`src/rtl/div_share_arbiter_pkg.sv`:
```
// Shared definitions for the divider sequencer/arbiter: FSM state encodings,
// default widths and the quotient reported for a zero divisor.
package div_arb_pkg;

    typedef enum logic [1:0] {
        ST_IDLE = 2'd0,
        ST_WAIT = 2'd1,
        ST_RESP = 2'd2
    } state_e;

    localparam int DEF_NUM_REQ     = 2;
    localparam int DEF_WIDTH       = 16;
    localparam int DEF_DIV_LATENCY = 1;

    // Quotient returned for a zero divisor; sliced down to the operand width.
    localparam int                   ZDIV_MAX_W = 64;
    localparam logic [ZDIV_MAX_W-1:0] ZDIV_Q_ALL = {ZDIV_MAX_W{1'b1}};

endpackage

```
`src/rtl/div_share_arbiter_if.sv`:
```
// Requester-side bundle of the shared divider arbiter. The arbiter is the
// slave; the requesters (or a bench acting for them) use the master modport.
interface div_share_arbiter_if
    import div_arb_pkg::*;
#(
    parameter int NUM_REQ = DEF_NUM_REQ,
    parameter int WIDTH   = DEF_WIDTH
);
    logic [NUM_REQ-1:0]       req;
    logic [NUM_REQ*WIDTH-1:0] req_n;
    logic [NUM_REQ*WIDTH-1:0] req_d;
    logic [NUM_REQ-1:0]       ack;
    logic [WIDTH-1:0]         rsp_q;
    logic [WIDTH-1:0]         rsp_r;
    logic                     rsp_err;
    logic                     busy;

    modport master (
        output req, req_n, req_d,
        input  ack, rsp_q, rsp_r, rsp_err, busy
    );

    modport slave (
        input  req, req_n, req_d,
        output ack, rsp_q, rsp_r, rsp_err, busy
    );
endinterface

```
`src/rtl/div_share_arbiter_rr_arbiter.sv`:
```
// Combinational round-robin picker: the search starts one past the pointer
// and wraps modulo NUM_REQ. Kept generic so other shared units can reuse it.
module rr_arbiter #(
    parameter int NUM_REQ = 2,
    parameter int IDX_W   = (NUM_REQ > 1) ? $clog2(NUM_REQ) : 1
) (
    input  logic [NUM_REQ-1:0] req,
    input  logic [IDX_W-1:0]   pointer,
    output logic               grant_valid,
    output logic [IDX_W-1:0]   grant_idx
);

    // Walk the requesters in priority order; the first hit wins
    always_comb begin
        int               cand_s;
        logic [IDX_W-1:0] cand_idx_s;
        logic             hit_s;
        grant_valid = 1'b0;
        grant_idx   = {IDX_W{1'b0}};
        cand_s      = 0;
        cand_idx_s  = {IDX_W{1'b0}};
        hit_s       = 1'b0;
        for (int i = 1; i <= NUM_REQ; i++) begin
            cand_s      = int'(pointer) + i;
            cand_s      = (cand_s >= NUM_REQ) ? (cand_s - NUM_REQ) : cand_s;
            cand_idx_s  = cand_s[IDX_W-1:0];
            hit_s       = req[cand_idx_s] && !grant_valid;
            grant_idx   = hit_s ? cand_idx_s : grant_idx;
            grant_valid = grant_valid | req[cand_idx_s];
        end
    end

endmodule

```
`src/rtl/div_share_arbiter.sv`:
```
// Sequencer/arbiter for the single shared N/D -> Q/R divider. Grants the
// divider round-robin, issues registered operands, waits DIV_LATENCY cycles,
// captures Q/R and returns them with a one-cycle one-hot ack.
// Optional feature macro: DIV_ARB_ZERO_CHECK_EN (zero divisor short-circuits
// the divider and reports rsp_err).
module div_share_arbiter
    import div_arb_pkg::*;
#(
    parameter int NUM_REQ     = DEF_NUM_REQ,
    parameter int WIDTH       = DEF_WIDTH,
    parameter int DIV_LATENCY = DEF_DIV_LATENCY
) (
    input  logic              clk,
    input  logic              rst_n,
    div_share_arbiter_if.slave bus,
    output logic [WIDTH-1:0]  div_N,
    output logic [WIDTH-1:0]  div_D,
    input  logic [WIDTH-1:0]  div_Q,
    input  logic [WIDTH-1:0]  div_R
);

    localparam int                 IDX_W     = (NUM_REQ > 1) ? $clog2(NUM_REQ) : 1;
    localparam int                 CNT_W     = $clog2(DIV_LATENCY + 1);
    localparam logic [CNT_W-1:0]   CNT_LOAD  = CNT_W'(DIV_LATENCY);
    localparam logic [CNT_W-1:0]   CNT_ONE   = CNT_W'(1);
    localparam logic [NUM_REQ-1:0] ONE_HOT_0 = {{(NUM_REQ-1){1'b0}}, 1'b1};

    state_e             state_r;
    logic [IDX_W-1:0]   grant_r;
    logic [IDX_W-1:0]   ptr_r;
    logic [CNT_W-1:0]   cnt_r;
    logic [NUM_REQ-1:0] ack_r;
    logic [WIDTH-1:0]   rsp_quo_r;
    logic [WIDTH-1:0]   rsp_rem_r;
    logic               rsp_err_r;
    logic               busy_r;
    logic [WIDTH-1:0]   div_n_r;
    logic [WIDTH-1:0]   div_d_r;

    logic [NUM_REQ-1:0] req_live_s;
    logic               grant_valid_s;
    logic [IDX_W-1:0]   grant_idx_s;
    logic [WIDTH-1:0]   win_n_s;
    logic [WIDTH-1:0]   win_d_s;

    // A requester whose ack is on the wire this cycle is still clearing its
    // request, so it is not eligible for the IDLE sample of that same cycle.
    assign req_live_s = bus.req & ~ack_r;

    rr_arbiter #(
        .NUM_REQ (NUM_REQ),
        .IDX_W   (IDX_W)
    ) u_rr (
        .req         (req_live_s),
        .pointer     (ptr_r),
        .grant_valid (grant_valid_s),
        .grant_idx   (grant_idx_s)
    );

    // Pick the winning requester's dividend and divisor off the packed buses
    always_comb begin
        win_n_s = {WIDTH{1'b0}};
        win_d_s = {WIDTH{1'b0}};
        for (int i = 0; i < NUM_REQ; i++) begin
            win_n_s = (grant_idx_s == IDX_W'(i)) ? bus.req_n[i*WIDTH +: WIDTH] : win_n_s;
            win_d_s = (grant_idx_s == IDX_W'(i)) ? bus.req_d[i*WIDTH +: WIDTH] : win_d_s;
        end
    end

    // Sequencer FSM: grant, wait out the divider latency, respond
    always_ff @(posedge clk) begin
        if (!rst_n) begin
            state_r   <= ST_IDLE;
            grant_r   <= {IDX_W{1'b0}};
            ptr_r     <= IDX_W'(NUM_REQ - 1);
            cnt_r     <= {CNT_W{1'b0}};
            ack_r     <= {NUM_REQ{1'b0}};
            rsp_quo_r <= {WIDTH{1'b0}};
            rsp_rem_r <= {WIDTH{1'b0}};
            rsp_err_r <= 1'b0;
            busy_r    <= 1'b0;
            div_n_r   <= {WIDTH{1'b0}};
            div_d_r   <= {WIDTH{1'b0}};
        end else begin
            ack_r <= {NUM_REQ{1'b0}};
            case (state_r)
                ST_IDLE: begin
                    if (grant_valid_s) begin
                        grant_r <= grant_idx_s;
                        busy_r  <= 1'b1;
`ifdef DIV_ARB_ZERO_CHECK_EN
                        if (win_d_s == {WIDTH{1'b0}}) begin
                            rsp_quo_r <= ZDIV_Q_ALL[WIDTH-1:0];
                            rsp_rem_r <= win_n_s;
                            rsp_err_r <= 1'b1;
                            state_r   <= ST_RESP;
                        end else begin
                            div_n_r <= win_n_s;
                            div_d_r <= win_d_s;
                            cnt_r   <= CNT_LOAD;
                            state_r <= ST_WAIT;
                        end
`else
                        div_n_r <= win_n_s;
                        div_d_r <= win_d_s;
                        cnt_r   <= CNT_LOAD;
                        state_r <= ST_WAIT;
`endif
                    end else begin
                        busy_r  <= 1'b0;
                        state_r <= ST_IDLE;
                    end
                end
                ST_WAIT: begin
                    cnt_r <= cnt_r - CNT_ONE;
                    if (cnt_r == CNT_ONE) begin
                        rsp_quo_r <= div_Q;
                        rsp_rem_r <= div_R;
                        rsp_err_r <= 1'b0;
                        state_r   <= ST_RESP;
                    end else begin
                        state_r <= ST_WAIT;
                    end
                end
                ST_RESP: begin
                    ack_r   <= ONE_HOT_0 << grant_r;
                    ptr_r   <= grant_r;
                    busy_r  <= 1'b0;
                    state_r <= ST_IDLE;
                end
                default: begin
                    busy_r  <= 1'b0;
                    state_r <= ST_IDLE;
                end
            endcase
        end
    end

    assign bus.ack     = ack_r;
    assign bus.rsp_q   = rsp_quo_r;
    assign bus.rsp_r   = rsp_rem_r;
    assign bus.rsp_err = rsp_err_r;
    assign bus.busy    = busy_r;
    assign div_N       = div_n_r;
    assign div_D       = div_d_r;

endmodule

```
`src/flat_wrapper.sv`:
```
// flat-port wrapper written by rule: the top's interface ports become plain ports
module div_share_arbiter_flat import div_arb_pkg::*;
#(
    parameter int NUM_REQ     = DEF_NUM_REQ,
    parameter int WIDTH       = DEF_WIDTH,
    parameter int DIV_LATENCY = DEF_DIV_LATENCY
)
  (clk, rst_n, div_N, div_D, div_Q, div_R, bus_req, bus_req_n, bus_req_d, bus_ack, bus_rsp_q, bus_rsp_r, bus_rsp_err, bus_busy);
  div_share_arbiter_if #(.NUM_REQ(NUM_REQ), .WIDTH(WIDTH)) bus_i ();
  input  logic clk;
  input  logic rst_n;
  output logic [WIDTH-1:0] div_N;
  output logic [WIDTH-1:0] div_D;
  input  logic [WIDTH-1:0] div_Q;
  input  logic [WIDTH-1:0] div_R;
  input wire logic [$bits(bus_i.req)-1:0] bus_req;
  input wire logic [$bits(bus_i.req_n)-1:0] bus_req_n;
  input wire logic [$bits(bus_i.req_d)-1:0] bus_req_d;
  output wire logic [$bits(bus_i.ack)-1:0] bus_ack;
  output wire logic [$bits(bus_i.rsp_q)-1:0] bus_rsp_q;
  output wire logic [$bits(bus_i.rsp_r)-1:0] bus_rsp_r;
  output wire logic [$bits(bus_i.rsp_err)-1:0] bus_rsp_err;
  output wire logic [$bits(bus_i.busy)-1:0] bus_busy;
  assign bus_i.req = bus_req;
  assign bus_i.req_n = bus_req_n;
  assign bus_i.req_d = bus_req_d;
  assign bus_ack = bus_i.ack;
  assign bus_rsp_q = bus_i.rsp_q;
  assign bus_rsp_r = bus_i.rsp_r;
  assign bus_rsp_err = bus_i.rsp_err;
  assign bus_busy = bus_i.busy;
  div_share_arbiter #(.NUM_REQ(NUM_REQ), .WIDTH(WIDTH), .DIV_LATENCY(DIV_LATENCY)) u_core (.clk(clk), .rst_n(rst_n), .bus(bus_i), .div_N(div_N), .div_D(div_D), .div_Q(div_Q), .div_R(div_R));
endmodule
```
`config.mk`:
```
export PLATFORM = sky130hd
export DESIGN_NAME = div_share_arbiter_flat
export DESIGN_NICKNAME = d
export VERILOG_FILES = /design/src/rtl/div_share_arbiter_pkg.sv /design/src/rtl/div_share_arbiter_if.sv /design/src/rtl/div_share_arbiter_rr_arbiter.sv /design/src/rtl/div_share_arbiter.sv /design/src/flat_wrapper.sv
export SDC_FILE = /design/constraint.sdc
export NUM_CORES = 1
export LEC_CHECK = 0
export ABC_AREA = 1
export CAP_MARGIN = 20
export CELL_PAD_IN_SITES_DETAIL_PLACEMENT = 2
export CELL_PAD_IN_SITES_GLOBAL_PLACEMENT = 2
export CORE_ASPECT_RATIO = 2
export CORE_MARGIN = 2
export CORE_UTILIZATION = 21
export DETAILED_ROUTE_END_ITERATION = 7
export PLACE_DENSITY_LB_ADDON = 0.1
export SYNTH_ARGS = -nofsm -noshare
export SYNTH_HDL_FRONTEND = slang
export SYNTH_HIERARCHICAL = 1
export SYNTH_SLANG_ARGS = --single-unit
```
`constraint.sdc`:
```
create_clock -name clk -period 2.4 [get_ports clk]
set_clock_uncertainty 0.05 [all_clocks]
set_input_delay 0.36 -clock clk [delete_from_list [all_inputs] [get_ports clk]]
set_output_delay 0.36 -clock clk [all_outputs]
set_load 0.05 [all_outputs]
```
==> impl_metrics.tcl <==
set metrics [dict create \
    outcome "finished, final reports clean" \
    gp_congestion 0.703 \
    peakVddDrop_mv 0.351 \
    rsz0062_at_grt "no" \
    grt_pass1_wl_um 19700 \
    synthesis.nets 652 \
    worstSetupPathType "flop to output port" \
    cp_num_buf_inv 1 \
    drc 0 \
    antennaDiodeCount 0 \
    die_h_um 182 \
    cts_max_level 3 \
    arrival_ps 1540 \
    root_buffer "clkbuf_16" \
    path_cells "clkdlybuf4s50_1" \
    first_pass_iters 4 \
    slew-limit-headroom_pct 61.6 \
    fmax_mhz 513 \
    fin_area_um2 5440 \
    fin_nets 805 \
    drive_gt1_share_pct 3.25 \
    hold_path_class "flop to flop" \
    insertion_delay_ps 340 \
    drtAntennaViolNets 0 \
    grt-ovfl-total 0 \
    timing_hold_violations_final 0 \
    grt_antenna_before_repair 0 \
    whs_ps 408 \
    ys_types 15 \
    p_leak_nw 2.64 \
    dpl_worst_slack_ps 368 \
    cts_buffer_depth 2 \
    syn_area_um2 3340 \
    vias_per_cell 4.12 \
    cts_hold_buf 0 \
    grt_pass1_vias 4169 \
    wirelength_um 12300 \
    fin_crit_ps 1950 \
    ios 168 \
    final_cell_mix "228 x nand2_1, 165 x clkdlybuf4s50_1, 135 x nor2_1" \
    setup_viol 0 \
    dp_hpwl_um 9460 \
    crit_slowest_cell "clkdlybuf4s50_1" \
    post-route-util_pct 34.7 \
    ys_seq_area_share_pct 43.1 \
    cts_buffers 9 \
    grt_max_degree 49 \
    clk_pin_slew_ps 60 \
    slowest_delay_ps 860 \
    critPathCaptureType "output port" \
    setup_tns_ps 0 \
    core_area_um2 15700 \
    total_power_mw 4.15 \
    die_area_um2 17000 \
    maxCapViolations 0 \
    period_share_pct 81.3 \
    worst_path_dominant_cell_family "buffers and inverters" \
    stdcell_count 909 \
    cts_resized 0 \
    maxSlewViolCount 0 \
    drt_iter0_drc 41 \
    num_vias 3741 \
    clock_sinks 72 \
    timing.final.ws_setup_ps 450 \
    initial_utilization_pct 21.3 \
    grtUsageTotal_pct 15.0 \
    post-cts-setup-buffers 0 \
    worstPathRequired_ps 1990 \
    tightest_slew_ps 575 \
    p_per_area_nw_per_um2 763 \
    die_w_um 93.2 \
    wl_per_cell_um 13.6 \
    port_buffers 166 \
    placed_cells 895 \
    num-fill-cells 1854 \
    mostFrequentLayoutCell "nand2_1" \
    ys_warn_count 6 \
    critPathMaxFanout 2 \
    start_kind "flop" \
    synthToLayoutAreaGrowth_pct 62.9 \
    num_rows 65 \
    syn_avg_cell_area_um2 6.05 \
    syn_inst 552 \
    synth-seq-cells 72 \
    cts_tree "built" \
    dpl-instance-area_um2 5170 \
]
-- cell usage after synthesis --
library cell	n	area share [%]
nand2_1	229	26
nor2_1	135	15
buf_4	8	1.8
clkbuf_1	6	0.67
inv_1	73	8.2
nor2_2	1	0.19
nand3b_1	1	0.22
dfxtp_1	72	43
or2_1	1	0.19
conb_1	1	0.11
a21oi_1	4	0.60
nand3_1	4	0.60
o211ai_1	1	0.22
buf_6	4	1.3
buf_2	12	1.8
-- power breakdown --
group	internal (mW)	leakage (nW)	switching, mW
clock network	0.774	0.135	0.497
logic	0.537	1.91	0.919
registers	1.34	0.593	0.0839
-- worst paths after layout --
path         depth (start not counted)         startpoint                   end  slack, ps
max                                  1  u_core/bus.ack[0]            bus_ack[0]        450
min                                  2     u_core/grant_r     u_core/bus.ack[1]        410
max reg2reg                          4  u_core/state_r[0]  u_core/bus.rsp_r[15]        780
min reg2reg                          2     u_core/grant_r     u_core/bus.ack[1]        410
-- registers in the layout, summed over array words and instances, names as in the netlist --
name / count
u_core/ptr_r: 1
u_core/bus.ack: 2
u_core/div_N: 16
u_core/div_D: 16
u_core/cnt_r: 1
u_core/bus.busy: 1
u_core/grant_r: 1
u_core/state_r: 2
u_core/bus.rsp_r: 16
u_core/bus.rsp_q: 16
-- layer usage --
metal  track usage [%]  wire [um]  vias up
met4              6.18        235        0
met3              3.39        606       13
li1                  -          -     1875
met5                 0          0        -
met2              31.1       7240       96
met1              13.1       4240     1757
-- logic make-up (layout without fill, tap and decap cells) --
logic type	Yosys count	after routing	share of synthesized area, %
other cells	1	1	0.112
simple gates	371	371	42.1
compound gates	5	5	0.824
buf+inv	103	259	13.8
flops	72	72	43.1
-- cell type report --
type	count	area, um2	area share, %
Inverter	73	274	5.04
Timing Repair Buffer	172	1750	32.2
Tap cell	201	251	4.62
Sequential cell	72	1440	26.5
Clock buffer	14	274	5.04
Multi-Input combinational cell	377	1450	26.6
Note: power is estimated with default switching activity, not from simulation.
